## config.mk

```make
export PLATFORM = sky130hd
export DESIGN_NAME = down_frame_tx
export DESIGN_NICKNAME = d
export VERILOG_FILES = /design/src/rtl/down_link_pkg.sv /design/src/rtl/down_bit_timer.sv /design/src/rtl/down_frame_tx.sv
export SDC_FILE = /design/constraint.sdc
export NUM_CORES = 1
export LEC_CHECK = 0
export CELL_PAD_IN_SITES_DETAIL_PLACEMENT = 0
export CELL_PAD_IN_SITES_GLOBAL_PLACEMENT = 1
export CORE_MARGIN = 5
export CORE_UTILIZATION = 37
export CTS_BUF_LIST = sky130_fd_sc_hd__clkbuf_4 sky130_fd_sc_hd__clkbuf_8
export DETAILED_ROUTE_END_ITERATION = 10
export GPL_TIMING_DRIVEN = 0
export PLACE_DENSITY_LB_ADDON = 0.05
export SYNTH_ARGS = -nofsm -noshare
export SYNTH_HDL_FRONTEND = slang
export SYNTH_SLANG_ARGS = --single-unit
export TNS_END_PERCENT = 30
```

## constraint.sdc

```tcl
create_clock -name clk -period 3.5 [get_ports clk]
set_clock_uncertainty 0.2 [all_clocks]
set_input_delay 0.35 -clock clk [delete_from_list [all_inputs] [get_ports clk]]
set_output_delay 0.35 -clock clk [all_outputs]
set_load 0.005 [all_outputs]
```

## src/rtl/down_link_pkg.sv

```systemverilog
// Shared definitions for the downlink command channel: frame type codes,
// short-frame codes, command payload values, frame lengths and FSM states.
package down_link_pkg;

  localparam logic [3:0] TYPE_REF  = 4'b1001;
  localparam logic [3:0] TYPE_CMD  = 4'b1010;
  localparam logic [3:0] TYPE_FRE  = 4'b1011;

  localparam logic [3:0] CODE_SYN  = 4'b1000;
  localparam logic [3:0] CODE_LOCK = 4'b1100;

  localparam logic [15:0] CMD_START = 16'h1111;
  localparam logic [15:0] CMD_STOP  = 16'h2222;
  localparam logic [15:0] CMD_RST   = 16'h4444;
  localparam logic [15:0] CMD_PASS  = 16'h6666;
  localparam logic [15:0] CMD_CHECK = 16'h8888;

  localparam int LONG_BITS       = 22;
  localparam int SHORT_BITS      = 6;
  localparam int LONG_DATA_BITS  = LONG_BITS - 2;
  localparam int SHORT_DATA_BITS = SHORT_BITS - 2;

  typedef enum logic [2:0] {
    ST_IDLE,
    ST_START,
    ST_DATA,
    ST_STOP,
    ST_GAP
  } tx_state_t;

  // Short codes sit in the top nibble so both frame kinds shift out from bit 19.
  function automatic logic [19:0] long_word(input logic [3:0] typ, input logic [15:0] payload);
    return {typ, payload};
  endfunction

  function automatic logic [19:0] short_word(input logic [3:0] code);
    return {code, 16'h0000};
  endfunction

endpackage

```

## src/rtl/down_bit_timer.sv

```systemverilog
// Serial bit timer: counts 0..BIT_CYCLES-1 and flags the last cycle of a bit.
// clr restarts the count so a new state always begins on a full bit.
module down_bit_timer #(
  parameter int BIT_CYCLES = 100
) (
  input  logic clk,
  input  logic rst,
  input  logic clr,
  output logic tick
);

  localparam int CW = (BIT_CYCLES > 1) ? $clog2(BIT_CYCLES) : 1;
  localparam logic [CW-1:0] CNT_LAST = CW'(BIT_CYCLES - 1);

  logic [CW-1:0] cnt_reg;

  always_ff @(posedge clk) begin
    if (rst) begin
      cnt_reg <= '0;
    end else if (clr || tick) begin
      cnt_reg <= '0;
    end else begin
      cnt_reg <= cnt_reg + 1'b1;
    end
  end

  assign tick = (cnt_reg == CNT_LAST);

endmodule

```

## src/rtl/down_frame_tx.sv

```systemverilog
// Downlink serial transmitter: arbitrates requests, frames words/codes and
// shifts them out on an idle-high line. DOWN_TX_REPEAT_EN repeats data words.
module down_frame_tx
  import down_link_pkg::*;
#(
  parameter int BIT_CYCLES = 100,
  parameter int GAP_BITS   = 2,
  parameter int REPEAT_N   = 3
) (
  input  logic        clk,
  input  logic        rst,
  input  logic        ref_req,
  input  logic [15:0] ref_data,
  input  logic        cmd_req,
  input  logic [15:0] cmd_data,
  input  logic        fre_req,
  input  logic [15:0] fre_data,
  input  logic        syn_req,
  input  logic        lock_req,
  output logic        txd,
  output logic        busy,
  output logic        ref_ack,
  output logic        cmd_ack,
  output logic        fre_ack,
  output logic        syn_ack,
  output logic        lock_ack,
  output logic        word_done
);

  localparam logic [4:0] GAP_LAST   = 5'(GAP_BITS - 1);
  localparam logic [4:0] LONG_LAST  = 5'(LONG_DATA_BITS - 1);
  localparam logic [4:0] SHORT_LAST = 5'(SHORT_DATA_BITS - 1);
`ifdef DOWN_TX_REPEAT_EN
  localparam logic [1:0] LONG_REP_LAST = 2'(REPEAT_N - 1);
`else
  // Single transmission; REPEAT_N stays in the parameter list for both builds.
  localparam logic [1:0] LONG_REP_LAST = 2'(REPEAT_N * 0);
`endif

  tx_state_t   state_reg, state_next;
  logic [4:0]  bit_reg, bit_next;
  logic [19:0] data_reg, data_next;
  logic        long_reg, long_next;
  logic [1:0]  rep_reg, rep_next;
  logic        txd_reg, txd_next;

  logic        bit_tick;
  logic        timer_clr;
  logic        accept;
  logic [4:0]  req_vec;
  logic [5:0]  higher;
  logic [4:0]  grant;
  logic [19:0] sel_word;
  logic [4:0]  data_last;
  logic [1:0]  rep_last;

  // Index 4 is highest priority: lock > syn > cmd > ref > fre.
  assign req_vec   = {lock_req, syn_req, cmd_req, ref_req, fre_req};
  assign higher[5] = 1'b0;

  generate
    for (genvar gi = 0; gi < 5; gi++) begin : g_arb
      assign higher[gi] = higher[gi+1] | req_vec[gi];
      assign grant[gi]  = req_vec[gi] & ~higher[gi+1];
    end
  endgenerate

  assign accept = (state_reg == ST_IDLE) && !rst && (|req_vec);
  assign {lock_ack, syn_ack, cmd_ack, ref_ack, fre_ack} = accept ? grant : 5'b00000;

  always_comb begin
    sel_word = long_word(TYPE_FRE, fre_data);
    if (grant[4]) begin
      sel_word = short_word(CODE_LOCK);
    end else if (grant[3]) begin
      sel_word = short_word(CODE_SYN);
    end else if (grant[2]) begin
      sel_word = long_word(TYPE_CMD, cmd_data);
    end else if (grant[1]) begin
      sel_word = long_word(TYPE_REF, ref_data);
    end
  end

  assign data_last = long_reg ? LONG_LAST : SHORT_LAST;
  assign rep_last  = long_reg ? LONG_REP_LAST : 2'd0;

  always_comb begin
    state_next = state_reg;
    bit_next   = bit_reg;
    data_next  = data_reg;
    long_next  = long_reg;
    rep_next   = rep_reg;
    word_done  = 1'b0;
    txd_next   = 1'b1;

    case (state_reg)
      ST_IDLE: begin
        if (accept) begin
          state_next = ST_START;
          bit_next   = '0;
          rep_next   = '0;
          long_next  = ~(grant[4] | grant[3]);
          data_next  = sel_word;
        end
      end
      ST_START: begin
        if (bit_tick) begin
          state_next = ST_DATA;
          bit_next   = '0;
        end
      end
      ST_DATA: begin
        if (bit_tick) begin
          if (bit_reg == data_last) begin
            state_next = ST_STOP;
            bit_next   = '0;
          end else begin
            bit_next = bit_reg + 5'd1;
          end
        end
      end
      ST_STOP: begin
        if (bit_tick) begin
          state_next = ST_GAP;
          bit_next   = '0;
        end
      end
      ST_GAP: begin
        if (bit_tick) begin
          if (bit_reg == GAP_LAST) begin
            bit_next = '0;
            // Repeats go straight back to START; pending requests wait for IDLE.
            if (rep_reg == rep_last) begin
              state_next = ST_IDLE;
              word_done  = !rst;
            end else begin
              state_next = ST_START;
              rep_next   = rep_reg + 2'd1;
            end
          end else begin
            bit_next = bit_reg + 5'd1;
          end
        end
      end
      default: begin
        state_next = ST_IDLE;
      end
    endcase

    // Line level is registered for the state being entered, keeping txd glitch-free.
    case (state_next)
      ST_START: txd_next = 1'b0;
      ST_DATA:  txd_next = data_next[5'd19 - bit_next];
      default:  txd_next = 1'b1;
    endcase
  end

  assign timer_clr = (state_next != state_reg);

  down_bit_timer #(
    .BIT_CYCLES (BIT_CYCLES)
  ) u_bit_timer (
    .clk  (clk),
    .rst  (rst),
    .clr  (timer_clr),
    .tick (bit_tick)
  );

  always_ff @(posedge clk) begin
    if (rst) begin
      state_reg <= ST_IDLE;
      bit_reg   <= '0;
      data_reg  <= '0;
      long_reg  <= 1'b0;
      rep_reg   <= '0;
      txd_reg   <= 1'b1;
    end else begin
      state_reg <= state_next;
      bit_reg   <= bit_next;
      data_reg  <= data_next;
      long_reg  <= long_next;
      rep_reg   <= rep_next;
      txd_reg   <= txd_next;
    end
  end

  assign txd  = txd_reg;
  assign busy = (state_reg != ST_IDLE) || accept;

endmodule

```

Word-level counts from Yosys, hierarchy flattened
Index checks and enable logic that the tools add are counted.
W data, S select, Z words.
{"block": "word_totals", "word_cells": 89, "reg_bits": 39, "input_bits": 55, "out_inout_bits": 8, "mem_bits_ro": 0, "mem_bits_rw": 0, "latch_bits": 0, "mem_count": 0}
{"block": "op_classes", "shift": 0, "eq_ne": 14, "mux": 36, "div": 0, "n_addsub": 4, "reduce_logical": 14, "order_cmp": 1, "bitwise_logic": 13, "n_mul": 0}
{"cell": "$mux W20", "n": 3}
{"cell": "$mux W18", "n": 3}
{"cell": "$mux W5", "n": 8}
{"cell": "$mux W3", "n": 7}
{"cell": "$pmux W5 S4", "n": 1}
{"cell": "$pmux W3 S5", "n": 1}
{"cell": "$eq A3 B2 Y1 const B", "n": 3}
{"cell": "$mux W2", "n": 4}
{"cell": "$add A7 B1 Y7 const B", "n": 1}
{"cell": "$eq A7 B7 Y1 const B", "n": 1}
{"cell": "$eq A3 B1 Y1 const B", "n": 2}
{"cell": "$lt A5 B6 Y1 const B", "n": 1}
{"cell": "$mux W1", "n": 6}
{"cell": "$ne A2 B2 Y1 const B", "n": 3}
{"cell": "$add A5 B1 Y5 const B", "n": 1}
{"cell": "$bmux W1 S5", "n": 1}
{"cell": "$eq A5 B1 Y1 const B", "n": 1}
{"cell": "$eq A5 B5 Y1", "n": 1}
{"cell": "$not A1 Y1", "n": 5}
{"cell": "$reduce_and A5 Y1", "n": 1}
{"cell": "$reduce_or A5 Y1", "n": 1}
{"cell": "$sub A5 B5 Y5 const A", "n": 1}
{"cell": "$and A1 B1 Y1", "n": 4}
{"cell": "$or A1 B1 Y1", "n": 4}
{"cell": "other kinds (15)", "n": 18}

Depth between registers and ports, before layout
{"block": "logic_depth", "word_depth": 13, "mapped_depth": 12, "ltp_nobuf": 12}

Hierarchy
A second synthesis with hierarchy kept.
{"block": "unflattened", "cells_unflattened": 319, "hier_area_um2": 2539.9}
{"module": "down_frame_tx", "cells_per_inst": 285, "n_inst": 1, "area_per_inst_um2": 2229.6, "seq_area_each_um2": 640.6}
{"module": "down_bit_timer", "cells_per_inst": 34, "n_inst": 1, "area_per_inst_um2": 310.3, "seq_area_each_um2": 140.1}

Least setup slack after synthesis
No wires, ideal clock.
{"block": "synth_path", "path_type": "register to register", "start": "register u_bit_timer.cnt_reg[3]", "end": "register txd_reg, in the netlist txd", "t_required_ns": 3.212, "setup_time_ns": 0.088, "arrival_time_ns": 2.843, "period_less_slack_ns": 3.132, "path_stages_with_launch": 10, "path_buffers": 0, "setup_slack_ns": 0.368, "cell_sequence": "dfxtp_1 -> or4b_4 -> or2_4 -> a211oi_2 -> nand4_1 -> o21a_1 -> ha_1 -> inv_1 -> mux4_2 -> a311oi_2"}
{"block": "synth_via", "elab_chain_cells": 7, "elab_cells_between_ends": 16, "classes_between": "add/sub: 1; eq/ne: 3; mux: 12"}
{"item": "start: declaration", "line": "down_bit_timer.sv:15", "rtl": "logic [CW-1:0] cnt_reg;"}
{"item": "start signal: assignment", "line": "down_bit_timer.sv:23", "rtl": "cnt_reg <= cnt_reg + 1'b1;"}
{"item": "$eq A7 B7 Y1 *", "line": "down_bit_timer.sv:27", "rtl": "assign tick = (cnt_reg == CNT_LAST);"}
{"item": "$mux W5, on equally long branches"}
{"item": "$pmux W5 S4", "line": "down_frame_tx.sv:96", "rtl": "case (state_reg)"}
{"item": "$sub A5 B5 Y5", "line": "down_frame_tx.sv:153", "rtl": "ST_DATA: txd_next = data_next[5'd19 - bit_next];"}
{"item": "$bmux W1 S5", "line": "down_frame_tx.sv:153"}
{"item": "$mux W1 (implied by the code)", "line": "down_frame_tx.sv:153"}
{"item": "$pmux W1 S2 *", "line": "down_frame_tx.sv:151", "rtl": "case (state_next)"}
{"item": "end signal: assignment", "line": "down_frame_tx.sv:183", "rtl": "txd_reg <= txd_next;"}
{"item": "end: declaration", "line": "down_frame_tx.sv:45", "rtl": "logic txd_reg, txd_next;"}
Every way passes the cells marked *; elsewhere a longest branch is shown, timed or not. The select of a mux whose other input is x is not followed.
A chain may end at the register's enable or synchronous reset.

Final worst setup path
Ends and elaborated chain as after synthesis.

==> impl_results.md <==
* RSZ-0062 raised after global routing: no
* FP Rows at 30
* Post-CTS Hold Buffers at 0
* Die Footprint at between 8000 and 9000 µm²
* Reg clk slew, reported paths at roughly 0.080 ns
* Most common cell after layout, fill and taps aside: nor2_1
* Fill count at around 700
* Outcome: completed
* Placed cell count at ~500
* Peak Freq at 297 MHz
* WP data required at around 3.5 ns
* Synth warnings at 0
* Cell Area, Synth at around 2600 µm²
* Clk sinks at 39
* Total number of vias at approximately 2600
* Least-Margin Pin Slew at 0.774 ns
* Htree depth at 2
* Crit end category: flop
* Number of distinct library cells after synthesis at 57
* CP max-delay cell: or4b_4
* Final wirelength at around 7.8 mm
* WL/cell at between 15 and 20 µm
* Critical Path Start Type: flop
* CTS buffer count at 5
* Placed inst area at between 3000 and 4000 µm²
* Sequential share of the synthesized area at between 20% and 30%
* Seq cells post-synth at 39
* Synth-to-Final Area Change at 33.2%
* Antenna Nets Post-Route at 0
* Max cap viols at 0
* Finished Cell Area at between 3000 and 4000 µm²
* Period utilization at a little over nine tenths
* Vias in the first global route at approximately 2500
* Total gr overflow at 0
* Fin nets at approximately 470
* Worst-case vdd ir drop at approximately 0.00026 V
* # IOs at 63
* Wire length of the first global-routing pass at 12.6 mm
* Cells after synthesis at approximately 340
* Die H at ~94 µm
* Fin. Hold Viols at 0
* Delay-heaviest family, CP: simple AND/OR/NAND/NOR gates
* HP Class: reg -> reg
* CP peak stage delay at around 0.62 ns
* Initial DRT Pass Iterations at 5
* Initial antenna violation count at 0
* Via density at slightly above 5
* FFs w/ async S/R, synth at 0%
* I/O Buffers at 62
* Top FF cell, synth: dfxtp_1
* PD cells at between 200 and 300 nW/µm²
* Gpl congestion at roughly 0.87
* LEAKAGE at 1.25 nW
* Core area at ~6800 µm²
* Syn nets at a little under 400
* Slew margin rel. at between 40 and 50%
* Clock latency on the worst-skew pair at 0.28 ns
* Max-slew violations at 0
* Clk root buf: clkbuf_8
* DRC viols at 0
* Initial core utilization at between 30% and 40%
* Dpl hpwl at ~6 mm
* Total chip power at around 0.97 mW
* Final cell count without fillers at around 500
* Final setup vio count at 0
* Number of enable flip-flop cells after synthesis at 0
* Total track usage at 17.9%
* Drt first-iter violations at between 100 and 150
* Setup Crit Path Kind: reg -> reg
* Largest net degree at the start of global routing at 13
* Minimum clock period at 3.37 ns
* Crit path DAT at approximately 3.4 ns
* Syn Area/Cell at between 7 and 8 µm²
* Hold Slack at roughly 0.27 ns
* Final Core Density at 51.0%
* Most frequent cells in the layout: nor2_1 (72), clkdlybuf4s50_1 (60), dfxtp_1 (37), a21oi_1 (27), nand2b_1 (20)
* Post-CTS setup buffers at 0
* Max Root-Sink Buffers at 2
* Die width at between 90 and 100 µm
* Cells along the critical path: or4b_4 -> or2_4 -> a211oi_4 -> nand4_1 -> o21a_1 -> ha_1 -> inv_1 -> mux4_2 -> a311oi_2
* Layout cells sized above 1 at between 10% and 20%
* # diodes at 0
* CTS tree: yes
* Max FO, Critical Path at 5
* Max reg flops at 20
* Crit path buf inv count at 1
==> area by class of cell <==
type	count	area, µm²	share of cell area (%)
multi-input combinational	267	1720	49.4
sequential	39	786	22.6
clock buffer	6	76.3	2.19
clock inverter	2	12.5	0.359
tap	96	120	3.45
timing repair buffer	62	622	17.9
buffer	24	116	3.34
inverter	8	30.0	0.863
==> cells in the mapped netlist, types with 2 or more instances <==
cell type	number	share of area, %
nor3_1	7	1.3
nand4_1	14	3.4
xnor2_1	5	1.7
a31oi_1	5	1.2
nand3_1	6	1.1
a21oi_1	27	5.2
a21boi_0	2	0.57
clkbuf_1	13	1.9
a211oi_2	2	0.96
and2_1	3	0.72
a22o_1	2	0.67
inv_1	8	1.1
o21ai_2	2	0.67
nor4_1	4	0.96
o22ai_2	2	0.96
o21a_1	5	1.4
nor2_1	72	10
buf_2	8	1.5
nor2b_1	5	1.2
ha_1	5	2.4
nand2b_1	20	4.8
nand2_1	9	1.3
nor3b_1	3	0.86
or4b_1	2	0.77
or3_1	3	0.72
buf_4	2	0.57
a32oi_1	16	5.4
dfxtp_1	39	30
xor2_1	3	1.0
o211ai_1	10	2.9
o21ai_0	8	1.5
==> power breakdown <==
group          internal [mW]  switching (mW)
Clock                  0.147           0.160
Combinational          0.106          0.0942
Sequential             0.455         0.00777
==> worst register-to-register path, delay by kind of cell (launching register included) <==
family                   cells  cell delay [ns]
adder cells (fa/ha/maj)      1             0.29
AO/OA/AOI/OAI                3             0.75
AND/OR/NAND/NOR              3             1.05
buffers and inverters        1             0.10
flip-flops                   1             0.35
multiplexers                 1             0.53
==> path summary, 6_finish.rpt <==
| check | start | end | slack, ns | depth (start not counted) |
|---|---|---|---|---|
| worst min-delay path | u_bit_timer.cnt_reg[0]$_SDFF_PP0_ | u_bit_timer.cnt_reg[0]$_SDFF_PP0_ | 0.27 | 1 |
| worst min register to register | u_bit_timer.cnt_reg[0]$_SDFF_PP0_ | u_bit_timer.cnt_reg[0]$_SDFF_PP0_ | 0.27 | 1 |
| worst max-delay path | u_bit_timer.cnt_reg[3]$_SDFF_PP0_ | txd$_SDFF_PP1_ | 0.13 | 9 |
| worst max register to register | u_bit_timer.cnt_reg[3]$_SDFF_PP0_ | txd$_SDFF_PP1_ | 0.13 | 9 |
==> per-stage QoR <==
stage,setup TNS [ns],worst slack (ns)
after floorplan,0,0.368
after global placement,-0.577,-0.577
after detailed placement,-0.580,-0.580
after CTS,0,0.0380
after global routing,0,0.0173
final,0,0.131
==> per-layer routing <==
metal	track usage, %	wire length [µm]	vias up
li1	-	-	1362
met3	2.80	416	4
met1	23.7	3740	1171
met2	29.0	3550	68
met5	0	0	-
met4	6.74	81	0
==> kinds of logic (layout without fill, tap and decap cells) <==
group / count (synthesis) / in the layout / synth area share, %
simple gates: 162 / 162 / 33.7
compound gates: 91 / 91 / 25.0
flops: 39 / 39 / 29.9
buf+inv: 32 / 102 / 5.56
xor+xnor: 8 / 8 / 2.68
fa+ha+maj: 5 / 5 / 2.39
mux: 1 / 1 / 0.862
==> what timing repair did <==
action,CTS,global route
resized for setup,4,9
endpoints found under the setup margin,1,2
cloned,0,0
No activity file was read; power rests on OpenSTA's default activity.
